**src/rtl/instr_encoder.sv**
```systemverilog
// -----------------------------------------------------------------------------
// instr_encoder
//   Accepts instruction field bundles over a valid/ready handshake, packs each
//   bundle into a WIDTH-bit instruction word, buffers up to two words and
//   writes them to consecutive program-memory addresses.  A session is opened
//   with start (base address + word count) and closes with a one-cycle done
//   pulse, or is cancelled with abort.
//
//   Handshake rules (both interfaces):
//     - A transfer happens on a rising clock edge where valid and ready are
//       both 1.  Ready never depends on valid in the same cycle.  Once valid
//       is raised, it stays up and the payload stays stable until the
//       transfer.
//     - Field side:  in_valid (source) / in_ready (this block).
//     - Memory side: mem_we (this block, acts as valid) / mem_ready (memory).
//
//   Word formats:
//     immediate form: {op, A, imm}
//       used when op[1:0] != 0 or op == 4'b1100
//     register form:  {op, A, ext, B}
//       used otherwise
//   Field positions: op [15:12], A [11:8], ext [7:4], imm [7:0], B [3:0].
//
//   dbg_state exposes the FSM state:
//     0 = IDLE, 1 = RUN, 2 = DRAIN, 3 = DONE
// -----------------------------------------------------------------------------
module instr_encoder #(
   parameter int WIDTH     = 16,
   parameter int OP_BITS   = 4,
   parameter int REG_BITS  = 4,
   parameter int IMM_BITS  = 8,
   parameter int ADDR_BITS = 10,
   parameter int CNT_BITS  = 11
) (
   input  logic                 clk,
   input  logic                 rst_n,
   // session control
   input  logic                 start,
   input  logic [ADDR_BITS-1:0] base_addr,
   input  logic [CNT_BITS-1:0]  word_count,
   input  logic                 abort,
   // field bundle
   input  logic                 in_valid,
   output logic                 in_ready,
   input  logic [OP_BITS-1:0]   op_code,
   input  logic [REG_BITS-1:0]  a_index,
   input  logic [OP_BITS-1:0]   ext_op_code,
   input  logic [REG_BITS-1:0]  b_index,
   input  logic [IMM_BITS-1:0]  immediate,
   // program-memory write port
   output logic                 mem_we,
   input  logic                 mem_ready,
   output logic [ADDR_BITS-1:0] mem_addr,
   output logic [WIDTH-1:0]     mem_wdata,
   // status
   output logic                 busy,
   output logic                 done,
   output logic [CNT_BITS-1:0]  words_written,
   output logic [1:0]           dbg_state
);

   typedef enum logic [1:0] {
      S_IDLE  = 2'd0,
      S_RUN   = 2'd1,
      S_DRAIN = 2'd2,
      S_DONE  = 2'd3
   } state_t;

   // FSM
   state_t r_state;
   state_t w_next_state;

   // session counters
   logic [ADDR_BITS-1:0] r_addr;
   logic [CNT_BITS-1:0]  r_word_count;
   logic [CNT_BITS-1:0]  r_accepted;
   logic [CNT_BITS-1:0]  r_words_written;

   // two-entry word FIFO
   logic [WIDTH-1:0] r_fifo [2];
   logic             r_wr_ptr;
   logic             r_rd_ptr;
   logic [1:0]       r_count;

   // combinational helpers
   logic             w_imm_form;
   logic [WIDTH-1:0] w_encoded;
   logic             w_fifo_full;
   logic             w_fifo_empty;
   logic             w_room;
   logic             w_in_ready;
   logic             w_push;
   logic             w_pop;
   logic             w_start_ok;
   logic             w_abort;
   logic             w_last_push;
   logic             w_busy;
   logic             w_done;

   // Pack the incoming fields into one instruction word.
   always_comb begin
      w_imm_form = (op_code[1:0] != 2'b00) || (op_code == OP_BITS'(4'b1100));
      if (w_imm_form) begin
         w_encoded = {op_code, a_index, immediate};
      end else begin
         w_encoded = {op_code, a_index, ext_op_code, b_index};
      end
   end

   // Handshake and session qualifiers derived from registered state only.
   always_comb begin
      w_fifo_full  = (r_count == 2'd2);
      w_fifo_empty = (r_count == 2'd0);
      w_room       = (r_accepted < r_word_count);
      w_in_ready   = (r_state == S_RUN) && !w_fifo_full && w_room;
      // in_ready is already low when the FIFO is full, so a push can never
      // land on a full FIFO, even when a pop happens in the same cycle.
      w_push       = in_valid && w_in_ready;
      w_pop        = !w_fifo_empty && mem_ready;
      w_start_ok   = (r_state == S_IDLE) && start;
      w_abort      = abort && ((r_state == S_RUN) || (r_state == S_DRAIN));
      w_last_push  = w_push && ((r_accepted + CNT_BITS'(1)) == r_word_count);
   end

   // FSM state register.
   always_ff @(posedge clk or negedge rst_n) begin
      if (!rst_n) begin
         r_state <= S_IDLE;
      end else begin
         r_state <= w_next_state;
      end
   end

   // FSM next-state logic; abort overrides every other transition.
   always_comb begin
      w_next_state = r_state;
      case (r_state)
         S_IDLE: begin
            if (start) begin
               if (word_count != '0) begin
                  w_next_state = S_RUN;
               end else begin
                  w_next_state = S_DONE;
               end
            end
         end
         S_RUN: begin
            if (abort) begin
               w_next_state = S_IDLE;
            end else if (w_last_push) begin
               w_next_state = S_DRAIN;
            end
         end
         S_DRAIN: begin
            if (abort) begin
               w_next_state = S_IDLE;
            end else if (w_fifo_empty) begin
               w_next_state = S_DONE;
            end
         end
         S_DONE: begin
            w_next_state = S_IDLE;
         end
         default: begin
            w_next_state = S_IDLE;
         end
      endcase
   end

   // FSM outputs (Moore).
   always_comb begin
      w_busy = 1'b0;
      w_done = 1'b0;
      case (r_state)
         S_RUN:   w_busy = 1'b1;
         S_DRAIN: w_busy = 1'b1;
         S_DONE:  w_done = 1'b1;
         default: begin
            w_busy = 1'b0;
            w_done = 1'b0;
         end
      endcase
   end

   // Session bookkeeping: latch parameters on start, count accepts and
   // completed writes. A write accepted by memory in the abort cycle did
   // happen, so it is still counted.
   always_ff @(posedge clk or negedge rst_n) begin
      if (!rst_n) begin
         r_addr          <= '0;
         r_word_count    <= '0;
         r_accepted      <= '0;
         r_words_written <= '0;
      end else if (w_start_ok) begin
         r_addr          <= base_addr;
         r_word_count    <= word_count;
         r_accepted      <= '0;
         r_words_written <= '0;
      end else begin
         if (w_push) begin
            r_accepted <= r_accepted + CNT_BITS'(1);
         end
         if (w_pop) begin
            // address wraps naturally at 2^ADDR_BITS
            r_addr          <= r_addr + ADDR_BITS'(1);
            r_words_written <= r_words_written + CNT_BITS'(1);
         end
      end
   end

   // FIFO pointers and occupancy; abort flushes everything queued.
   always_ff @(posedge clk or negedge rst_n) begin
      if (!rst_n) begin
         r_wr_ptr <= 1'b0;
         r_rd_ptr <= 1'b0;
         r_count  <= 2'd0;
      end else if (w_abort) begin
         r_wr_ptr <= 1'b0;
         r_rd_ptr <= 1'b0;
         r_count  <= 2'd0;
      end else begin
         if (w_push) begin
            r_wr_ptr <= ~r_wr_ptr;
         end
         if (w_pop) begin
            r_rd_ptr <= ~r_rd_ptr;
         end
         case ({w_push, w_pop})
            2'b10:   r_count <= r_count + 2'd1;
            2'b01:   r_count <= r_count - 2'd1;
            default: r_count <= r_count;
         endcase
      end
   end

   // FIFO storage; cleared on reset so mem_wdata reads zero afterwards.
   always_ff @(posedge clk or negedge rst_n) begin
      if (!rst_n) begin
         r_fifo[0] <= '0;
         r_fifo[1] <= '0;
      end else if (w_push && !w_abort) begin
         r_fifo[r_wr_ptr] <= w_encoded;
      end
   end

   // Output drive.
   always_comb begin
      in_ready      = w_in_ready;
      mem_we        = !w_fifo_empty;
      mem_addr      = r_addr;
      mem_wdata     = r_fifo[r_rd_ptr];
      busy          = w_busy;
      done          = w_done;
      words_written = r_words_written;
      dbg_state     = r_state;
   end

endmodule

```
**config.mk**
```make
export PLATFORM = sky130hd
export DESIGN_NAME = instr_encoder
export DESIGN_NICKNAME = d
export VERILOG_FILES = /design/src/rtl/instr_encoder.sv
export SDC_FILE = /design/constraint.sdc
export NUM_CORES = 1
export LEC_CHECK = 0
export CORE_ASPECT_RATIO = 1.2
export CORE_MARGIN = 2
export CORE_UTILIZATION = 50
export DETAILED_ROUTE_END_ITERATION = 8
export DONT_BUFFER_PORTS = 1
export PLACE_DENSITY = 0.68
export SLEW_MARGIN = 25
export SYNTH_ARGS = -nofsm -noshare
export SYNTH_HDL_FRONTEND = slang
export SYNTH_SLANG_ARGS = --single-unit
```
**constraint.sdc**
```tcl
create_clock -name clk -period 2.4 [get_ports clk]
set_input_delay 0.24 -clock clk [delete_from_list [all_inputs] [get_ports clk]]
set_output_delay 0.24 -clock clk [all_outputs]
set_load 0.02 [all_outputs]
```
==> results_dict.tcl <==
set metrics [dict create \
    grt_pass1_vias 3726 \
    h-tree-depth 3 \
    routedWlPerCell_um 18.0 \
    synth-simple-area-share_pct 15.8 \
    setup_viol 4 \
    critPathMaxFanout 7 \
    syn2layout_area_growth_pct 25.4 \
    initial_core_util_pct 51.3 \
    r2r-end "dbg_state[0]" \
    powerDensity_mw_per_mm2 1200 \
    netlist.top_cell.by_area "dfrtp_1" \
    timing.fmax_mhz 412 \
    dr.pass1.iters 5 \
    insertion_delay_ps 360 \
    ff2ff_setup_slack_ps -30 \
    holdPathStages 2 \
    fin_worst_skew_ps 10.0 \
    row_count 38 \
    synthCells 439 \
    synth_edf_count 0 \
    synth_top_cell_area_share_pct 43.7 \
    layout_common_cells "80 x dfrtp_1, 47 x nand2_1, 44 x buf_4" \
    avgSynthCellArea_um2 10.6 \
    dp_hpwl_um 7660 \
    r2r-start "r_accepted[2]" \
    antenna_left 0 \
    gr-total-overflow 0 \
    port_buffers 0 \
    worstSetupPathType "flip-flop to flip-flop" \
    cellLeakagePower_nw 2.58 \
    synth_area_leaders "dfrtp_1 44%, mux2_2 8.7%, mux2_4 6.5%" \
    cts_tree "done" \
    synth_xor_area_share_pct 7.56 \
    violations "negative setup slack" \
    max_cap_violations 0 \
    core_mm2 0.00903 \
    holdCritStartpoint "base_addr[9]" \
    synthMuxAreaShare_pct 15.2 \
    synth_top_family_by_area "simple AND/OR/NAND/NOR gates" \
    ctsRootBufferMaster "clkbuf_8" \
    syn_area_mm2 0.00463 \
    layout_min_cycle_time_ps 2430 \
    drt_iter0_drc 156 \
    required_ps 2670 \
    post-place-cells 589 \
    ff2ff_path_depth 7 \
    ys_seq_area_share_pct 43.7 \
    slew-limit-headroom_pct 49.9 \
    ir_drop_mv 0.687 \
    fillCellCount 672 \
    hold_violations 0 \
    crit_path_end_kind "flip-flop" \
    clockBufferDepth 2 \
    ys_warn_count 0 \
    critPathArrivalTime_ps 2700 \
    multi_input_area_mm2 0.00265 \
    cp_slowest_cell "or4_4" \
    synthFlopType "dfrtp_1" \
    final_layout_size_suffix_gt1_share_pct 32.2 \
    run_status "finished, violations left" \
    syn_nets 509 \
    synth.distinct_cells 50 \
    grtUsageTotal_pct 22.9 \
    synth_compound_area_share_pct 9.29 \
    numCtsBuffers 9 \
    io_pins 94 \
    async_flop_share_pct 100 \
    drc 0 \
    die_x_um 91.9 \
    grt_first_pass_wirelength_um 18000 \
    rsz0062_at_grt "yes" \
    fin_nets 574 \
    fin_util_pct 64.3 \
    setup_tns_ps -87.0 \
    min_to "mem_addr[9]" \
    die-area_mm2 0.0101 \
    layout_setup_ws_ps -28.5 \
    cts_sinks 81 \
    clkSlewWorstSetupHoldPaths_ps 90 \
    finalWeightedCongestion 0.883 \
    grt_max_degree 82 \
    antenna_cells 0 \
    vias_per_cell 5.66 \
    whs_ps 16.1 \
    antenna_found_initial 0 \
    hold_class "input port to flip-flop" \
    finalWirelength_um 11400 \
    pre_cts_ws_ps -111 \
    seq_area_mm2 0.00203 \
    mostFrequentLayoutCell "dfrtp_1" \
    ys_ff_latch 81 \
    tightest_slew_ps 752 \
    slew_violations 0 \
    post-route-period-util_pct 101 \
    max_stage_delay_ps 540 \
    cp_cell_sequence "buf_4 -> nand3_2 -> or3_4 -> a2111oi_2 -> and3b_2 -> or4_4 -> o211ai_1" \
    die_y_um 109 \
    final_cells 629 \
    vias 3557 \
    cp-start-kind "flip-flop" \
    synthAdderAreaFrac_pct 5.13 \
]
[flip-flops by register name (all words and copies together) (netlist names)]
name           cells
dbg_state          2
r_word_count      11
r_wr_ptr           1
r_rd_ptr           1
mem_addr          10
r_accepted        11
r_count            2
words_written     11
r_fifo            32
[stage by stage]
| step | instance area (um^2) | power, mW |
|---|---|---|
| global placement | 5090 | 5.21 |
| global route | 5810 | 7.41 |
| CTS | 5620 | 6.72 |
| floorplan | 4640 | 4.45 |
| finish | 5810 | 6.98 |
| detailed placement | 5090 | 5.32 |
[worst max path at each step]
stage	to	slack [ps]	startpoint
after floorplan	r_fifo[22]	-420	r_word_count[10]
after global placement	r_fifo[2]	-60	r_accepted[1]
after detailed placement	r_fifo[19]	-110	r_accepted[1]
after CTS	r_fifo[8]	4	r_word_count[4]
after global routing	dbg_state[0]	-120	dbg_state[0]
final	dbg_state[0]	-30	r_accepted[2]
[power breakdown]
group | switching, mW | leakage, nW | total, mW | internal (mW)
clock network | 0.530 | 0.111 | 1.12 | 0.592
registers | 0.535 | 1.02 | 2.42 | 1.88
logic | 1.71 | 1.45 | 3.44 | 1.72
total | 2.78 | 2.58 | 6.98 | 4.20
[synthesized netlist by cell type, types with 14 or more instances]
library cell   n
dfrtp_1       81
nand2_1       49
mux2_2        36
nor2_1        29
o21ai_0       27
xor2_1        23
mux2_4        20
nand3_1       20
ha_1          19
xnor2_1       17
inv_1         16
a21oi_1       14
[cell type report]
type | count | area share [%]
Clock buffer | 10 | 2.20
Clock inverter | 6 | 1.57
Inverter | 16 | 1.03
Multi-Input combinational cell | 325 | 45.6
Sequential cell | 81 | 34.9
Tap cell | 120 | 2.58
Timing Repair Buffer | 71 | 12.1
[per-layer routing]
metal	global-route usage [%]	vias up	wire length, um
met4	8.21	0	178
met5	0	-	0
met3	4.93	16	643
met1	28.5	1770	4810
met2	39.8	99	5720
li1	-	1672	-
[cells by family (layout without fill, tap and decap cells)]
family / after synthesis / in the layout
AO/OA/AOI/OAI: 66 / 66
XOR/XNOR: 40 / 40
adder cells (fa/ha/maj): 19 / 19
buffers and inverters: 33 / 103
flip-flops: 81 / 81
multiplexers: 56 / 56
AND/OR/NAND/NOR: 144 / 144
[critical path, delay by kind of cell (launching register included)]
kind / cells / cell delay, ps
AOI/OAI and AO/OA: 2 / 560
and+or+nand+nor: 4 / 1250
DFF: 1 / 370
buffers and inverters: 1 / 160
[what timing repair did]
action	4_1_cts	5_1_grt
cloned	2	0
resized for setup	18	29
setup buffers	6	2
endpoints found under the setup margin	38	38
endpoints found under the hold margin	94	2
pin swaps	8	8
hold buffers	13	2
Note: power is estimated with default switching activity, not from simulation.
